===== src/rtl/divider4_pkg.sv =====
// Shared definitions for the 4-bit restoring divider tile.
//   state_e  : FSM encoding (idle / iterating / result held)
//   N        : operand, quotient and remainder width
//   *Bit     : status bit positions within uio_out
//   UioOe    : constant output-enable pattern for the bidirectional pins
package divider4_pkg;

  localparam int unsigned N    = 4;
  localparam int unsigned CntW = $clog2(N);

  typedef enum logic [1:0] {
    StIdle = 2'd0,
    StRun  = 2'd1,
    StDone = 2'd2
  } state_e;

  localparam int unsigned BusyBit = 1;
  localparam int unsigned DoneBit = 2;
  localparam int unsigned DbzBit  = 3;

  localparam logic [7:0] UioOe = 8'b0000_1110;

endpackage


===== src/rtl/kogge_stone_sub5.sv =====
// 5-bit subtractor built on a Kogge-Stone prefix carry network.
//   a, b   : minuend and subtrahend
//   diff   : a - b (mod 32)
//   borrow : 1 when b > a
// Computes a + ~b + 1; the +1 is a carry-in folded into the final carry step.
module kogge_stone_sub5 (
  input  logic [4:0] a,
  input  logic [4:0] b,
  output logic [4:0] diff,
  output logic       borrow
);

  logic [4:0] g0, p0, g1, p1, g2, p2, g3, p3;
  logic [5:0] carry;

  assign g0 = a & ~b;
  assign p0 = a ^ ~b;

  // Prefix stages at distances 1, 2, 4: after stage 3, (g3[i], p3[i]) spans bits [i:0].
  for (genvar i = 0; i < 5; i++) begin : gen_s1
    if (i >= 1) begin : gen_merge
      assign g1[i] = g0[i] | (p0[i] & g0[i-1]);
      assign p1[i] = p0[i] & p0[i-1];
    end else begin : gen_pass
      assign g1[i] = g0[i];
      assign p1[i] = p0[i];
    end
  end

  for (genvar i = 0; i < 5; i++) begin : gen_s2
    if (i >= 2) begin : gen_merge
      assign g2[i] = g1[i] | (p1[i] & g1[i-2]);
      assign p2[i] = p1[i] & p1[i-2];
    end else begin : gen_pass
      assign g2[i] = g1[i];
      assign p2[i] = p1[i];
    end
  end

  for (genvar i = 0; i < 5; i++) begin : gen_s3
    if (i >= 4) begin : gen_merge
      assign g3[i] = g2[i] | (p2[i] & g2[i-4]);
      assign p3[i] = p2[i] & p2[i-4];
    end else begin : gen_pass
      assign g3[i] = g2[i];
      assign p3[i] = p2[i];
    end
  end

  // Carry-in is 1, so carry into bit i+1 is G[i:0] | P[i:0].
  assign carry  = {g3 | p3, 1'b1};
  assign diff   = p0 ^ carry[4:0];
  assign borrow = ~carry[5];

endmodule


===== src/rtl/tt_um_restoring_divider4.sv =====
// Sequential 4-bit unsigned restoring divider, one trial subtraction per clock.
//   clk, rst : clock and synchronous active-high reset
//   ui_in    : [3:0] dividend, [7:4] divisor
//   uio_in   : [0] start (level)
//   ena      : unused
//   uo_out   : [3:0] quotient, [7:4] remainder, registered on completion
//   uio_out  : [1] busy, [2] done, [3] divide-by-zero
//   uio_oe   : constant enable for the status pins
module tt_um_restoring_divider4
  import divider4_pkg::*;
(
  input  logic       clk,
  input  logic       rst,
  input  logic [7:0] ui_in,
  input  logic [7:0] uio_in,
  input  logic       ena,
  output logic [7:0] uo_out,
  output logic [7:0] uio_out,
  output logic [7:0] uio_oe
);

  state_e          state_q, state_d;
  logic [N-1:0]    dvd_q, dvd_d;
  logic [N-1:0]    dvs_q, dvs_d;
  logic [N:0]      rem_q, rem_d;
  logic [N-1:0]    q_q, q_d;
  logic [CntW-1:0] cnt_q, cnt_d;
  logic [7:0]      res_q, res_d;
  logic            busy_q, busy_d;
  logic            done_q, done_d;
  logic            dbz_q, dbz_d;

  logic            start;
  logic [N:0]      trial, diff, rem_next;
  logic [N-1:0]    q_next;
  logic            borrow;
  logic            unused;

  assign start  = uio_in[0];
  assign unused = ^{ena, uio_in[7:1]};

  // Shift the next dividend bit into the partial remainder, then try subtracting.
  assign trial = {rem_q[N-1:0], dvd_q[N-1]};

  kogge_stone_sub5 u_sub (
    .a      (trial),
    .b      ({1'b0, dvs_q}),
    .diff   (diff),
    .borrow (borrow)
  );

  assign rem_next = borrow ? trial : diff;
  assign q_next   = {q_q[N-2:0], ~borrow};

  always_comb begin
    state_d = state_q;
    dvd_d   = dvd_q;
    dvs_d   = dvs_q;
    rem_d   = rem_q;
    q_d     = q_q;
    cnt_d   = cnt_q;
    res_d   = res_q;
    busy_d  = busy_q;
    done_d  = done_q;
    dbz_d   = dbz_q;
    unique case (state_q)
      StIdle: begin
        if (start) begin
          dvd_d = ui_in[N-1:0];
          dvs_d = ui_in[2*N-1:N];
          rem_d = '0;
          q_d   = '0;
          cnt_d = '0;
          if (ui_in[2*N-1:N] != '0) begin
            busy_d  = 1'b1;
            state_d = StRun;
          end else begin
            res_d   = {ui_in[N-1:0], {N{1'b1}}};
            done_d  = 1'b1;
            dbz_d   = 1'b1;
            state_d = StDone;
          end
        end
      end
      StRun: begin
        dvd_d = dvd_q << 1;
        rem_d = rem_next;
        q_d   = q_next;
        cnt_d = cnt_q + 1'b1;
        if (cnt_q == CntW'(N - 1)) begin
          res_d   = {rem_next[N-1:0], q_next};
          busy_d  = 1'b0;
          done_d  = 1'b1;
          state_d = StDone;
        end
      end
      StDone: begin
        // Requires start to drop before another capture, so a held start cannot retrigger.
        if (!start) begin
          done_d  = 1'b0;
          dbz_d   = 1'b0;
          state_d = StIdle;
        end
      end
      default: state_d = StIdle;
    endcase
  end

  always_ff @(posedge clk) begin
    if (rst) begin
      state_q <= StIdle;
      dvd_q   <= '0;
      dvs_q   <= '0;
      rem_q   <= '0;
      q_q     <= '0;
      cnt_q   <= '0;
      res_q   <= '0;
      busy_q  <= 1'b0;
      done_q  <= 1'b0;
      dbz_q   <= 1'b0;
    end else begin
      state_q <= state_d;
      dvd_q   <= dvd_d;
      dvs_q   <= dvs_d;
      rem_q   <= rem_d;
      q_q     <= q_d;
      cnt_q   <= cnt_d;
      res_q   <= res_d;
      busy_q  <= busy_d;
      done_q  <= done_d;
      dbz_q   <= dbz_d;
    end
  end

  always_comb begin
    uio_out          = '0;
    uio_out[BusyBit] = busy_q;
    uio_out[DoneBit] = done_q;
    uio_out[DbzBit]  = dbz_q;
  end

  assign uo_out = res_q;
  assign uio_oe = UioOe;

endmodule


===== config.mk =====
export PLATFORM = sky130hd
export DESIGN_NAME = tt_um_restoring_divider4
export DESIGN_NICKNAME = d
export VERILOG_FILES = /design/src/rtl/divider4_pkg.sv /design/src/rtl/kogge_stone_sub5.sv /design/src/rtl/tt_um_restoring_divider4.sv
export SDC_FILE = /design/constraint.sdc
export NUM_CORES = 1
export LEC_CHECK = 0
export ABC_AREA = 1
export CORE_UTILIZATION = 51
export CTS_BUF_LIST = sky130_fd_sc_hd__clkbuf_8
export CTS_CLUSTER_DIAMETER = 200
export DETAILED_ROUTE_END_ITERATION = 10
export HOLD_SLACK_MARGIN = 0.03
export PLACE_DENSITY = 0.82
export SETUP_SLACK_MARGIN = 0.2
export SLEW_MARGIN = 15
export SYNTH_ARGS = -nofsm -noshare
export SYNTH_HDL_FRONTEND = slang
export SYNTH_HIERARCHICAL = 1
export SYNTH_SLANG_ARGS = --single-unit

===== constraint.sdc =====
create_clock -name clk -period 1.95 [get_ports clk]
set_input_delay 0.195 -clock clk [delete_from_list [all_inputs] [get_ports clk]]
set_output_delay 0.195 -clock clk [all_outputs]
set_load 0.01 [all_outputs]

==> results_dict.tcl <==
set metrics [dict create \
    hold_viol_final 0 \
    cts_buffers 5 \
    cp-start-kind "flop" \
    cp_max_fo 5 \
    fin_tns_setup_ns 0 \
    nFillCells 270 \
    total_power_mw 1.80 \
    placement.io_buffers 21 \
    syn_inst 238 \
    nNetsFinal 289 \
    cpMostUsedCell "nand2_1" \
    max-vdd-ir-drop_uv 429 \
    combPwrFrac 0.278 \
    drtIter0Drc 50 \
    drive_above_1_share 0.295 \
    netSwitchingFraction 0.309 \
    power_switching_mw 0.554 \
    clkSinkCount 30 \
    clkPwrFrac 0.338 \
    clock_latency_ns 0.28 \
    crit_required_ns 2.17 \
    ctsHoldBuffers 0 \
    grt_usage 0.210 \
    clk_pin_slew_ns 0.07 \
    vias 1476 \
    hold_ws_ns 0.462 \
    cts_tree "yes" \
    dpl_worst_slack_ns 0.0902 \
    cpLargestDelayFamily "simple AND/OR/NAND/NOR gates" \
    antenna_cells 0 \
    end_kind "flop" \
    drtPass1Iterations 4 \
    grt_pass1_vias 1292 \
    cp_data_arrival_time_ns 1.95 \
    crit_chain "inv_2 -> ha_4 -> nand2_4 -> nor2_1 -> nand2_1 -> nand3_2 -> nor2_4 -> buf_6 -> nand2_1 -> o21ai_2 -> nand2_2 -> nand2_1 -> nand2_1 -> a21oi_2" \
    avgSynthCellArea_sq_um 7.34 \
    p_seq_frac 0.385 \
    intPower_mw 1.24 \
    cpMaxStageDelayCell "dfxtp_2" \
    start_util 0.554 \
    p_leak_nw 0.938 \
    status "completed" \
    finalWeightedCongestion 0.816 \
    drt-total-wl_microns 3530 \
    fin_crit_ns 1.72 \
    synth_warnings 6 \
    crit_buf_inv 2 \
    critPathKind "reg2reg" \
    gr-total-overflow 0 \
    fmax_ghz 0.581 \
    fin_skew_ns 0.00972 \
    pwr_density_cell_nw_per_um2 824 \
    cpPeakStageDelay_ns 0.34 \
    area_growth_pct 24.8 \
    die_area_sq_um 3660 \
    grt_max_degree 23 \
    min_period_over_period 0.882 \
    clockBufferDepth 2 \
    rows 20 \
    dp_hpwl_microns 2400 \
    h-tree-depth 2 \
    wl_per_cell_microns 11.5 \
    max_cap_violations 0 \
    die_y_microns 60.5 \
    cts-root-buf "clkbuf_8" \
    die-width_microns 60.5 \
    core-area_sq_um 3150 \
    grt_pass1_wl_microns 5660 \
    setup_viol 0 \
    routed_via_density 4.79 \
    io_pins 43 \
    final_antenna_net_count 0 \
    worst_hold_path_type "reg2reg" \
    rsz0062_at_grt "true" \
    slew_viol_final 0 \
    antenna_found_initial 0 \
    synth_area_sq_um 1750 \
    drc 0 \
    setup_ws_ns 0.230 \
]
cell usage in the layout, fill, tap and decap left out, types with 3 or more instances in the layout:
| cell | n |
|---|---|
| inv_2 | 4 |
| nor2_1 | 27 |
| o21ai_2 | 5 |
| clkdlybuf4s50_1 | 21 |
| buf_4 | 5 |
| inv_1 | 20 |
| conb_1 | 14 |
| ha_1 | 3 |
| o21ai_0 | 6 |
| clkbuf_8 | 5 |
| dfxtp_2 | 7 |
| a31oi_1 | 3 |
| nand2_4 | 4 |
| dfxtp_1 | 23 |
| nand2_2 | 20 |
| nand2_1 | 51 |
| buf_6 | 3 |
| ha_4 | 4 |
| nand3_1 | 5 |
| a21oi_1 | 8 |
| a21oi_2 | 12 |
path summary, 6_finish.rpt:
| kind | from | endpoint | slack [ns] | cells past startpoint |
|---|---|---|---|---|
| worst min register to register | done_q$_SDFFE_PP0P_ | done_q$_SDFFE_PP0P_ | 0.46 | 2 |
| worst max-delay path | dvs_q[2]$_SDFFE_PP0P_ | uo_out[6]$_SDFFE_PP0P_ | 0.23 | 14 |
| worst min-delay path | done_q$_SDFFE_PP0P_ | done_q$_SDFFE_PP0P_ | 0.46 | 2 |
| worst max register to register | dvs_q[2]$_SDFFE_PP0P_ | uo_out[6]$_SDFFE_PP0P_ | 0.23 | 14 |
metal layers:
layer | share of wire | global-route usage | up-vias
li1 | - | - | 766
met2 | 0.47 | 0.342 | 38
met1 | 0.46 | 0.264 | 667
met4 | 0.012 | 0.0682 | 0
met3 | 0.053 | 0.0682 | 5
met5 | 0 | 0 | -
worst reg2reg max path: cells and delay by family (launching register included):
kind / cells / cell delay, ns
simple gates: 9 / 0.70
fa+ha+maj: 1 / 0.25
flops: 1 / 0.34
compound gates: 2 / 0.20
buf+inv: 2 / 0.17
what timing repair did:
action / CTS / global route
pin swaps: 2 / 14
endpoints found under the setup margin: 5 / 10
gates resized for setup: 17 / 25
setup buffers: 0 / 4
gates cloned: 1 / 0
power groups by stage:
stage               Clock, mW  Combinational, mW  Sequential (mW)
global placement            0              0.390            0.699
detailed placement          0              0.396            0.701
finish                  0.607              0.499            0.691
global route            0.642              0.554            0.696
CTS                     0.615              0.434            0.689
floorplan                   0              0.334            0.701
stage by stage:
step	instances	cell area (sq um)	util
5_1_grt	308	2180	0.691
2_1_floorplan	250	1790	-
4_1_cts	304	2060	0.654
3_3_place_gp	295	1890	0.600
6_report	308	2180	0.691
3_5_place_dp	295	1890	0.600
flip-flops by register name (all words and copies together) (netlist names):
signal	count
busy_q	1
cnt_q	2
dbz_q	1
done_q	1
dvd_q	4
dvs_q	4
q_q	3
rem_q	4
state_q	2
uo_out	8
area by class of cell:
cell class                 count  area, sq um  area share
clock buffer                   5         68.8      0.0316
clock inverter                 3         37.5      0.0172
inverter                      23         91.3      0.0419
multi-input combinational    174         1040       0.475
sequential                    30          609       0.280
tap                           44         55.1      0.0253
timing repair buffer          29          282       0.129
(Power assumes the default switching activity.)
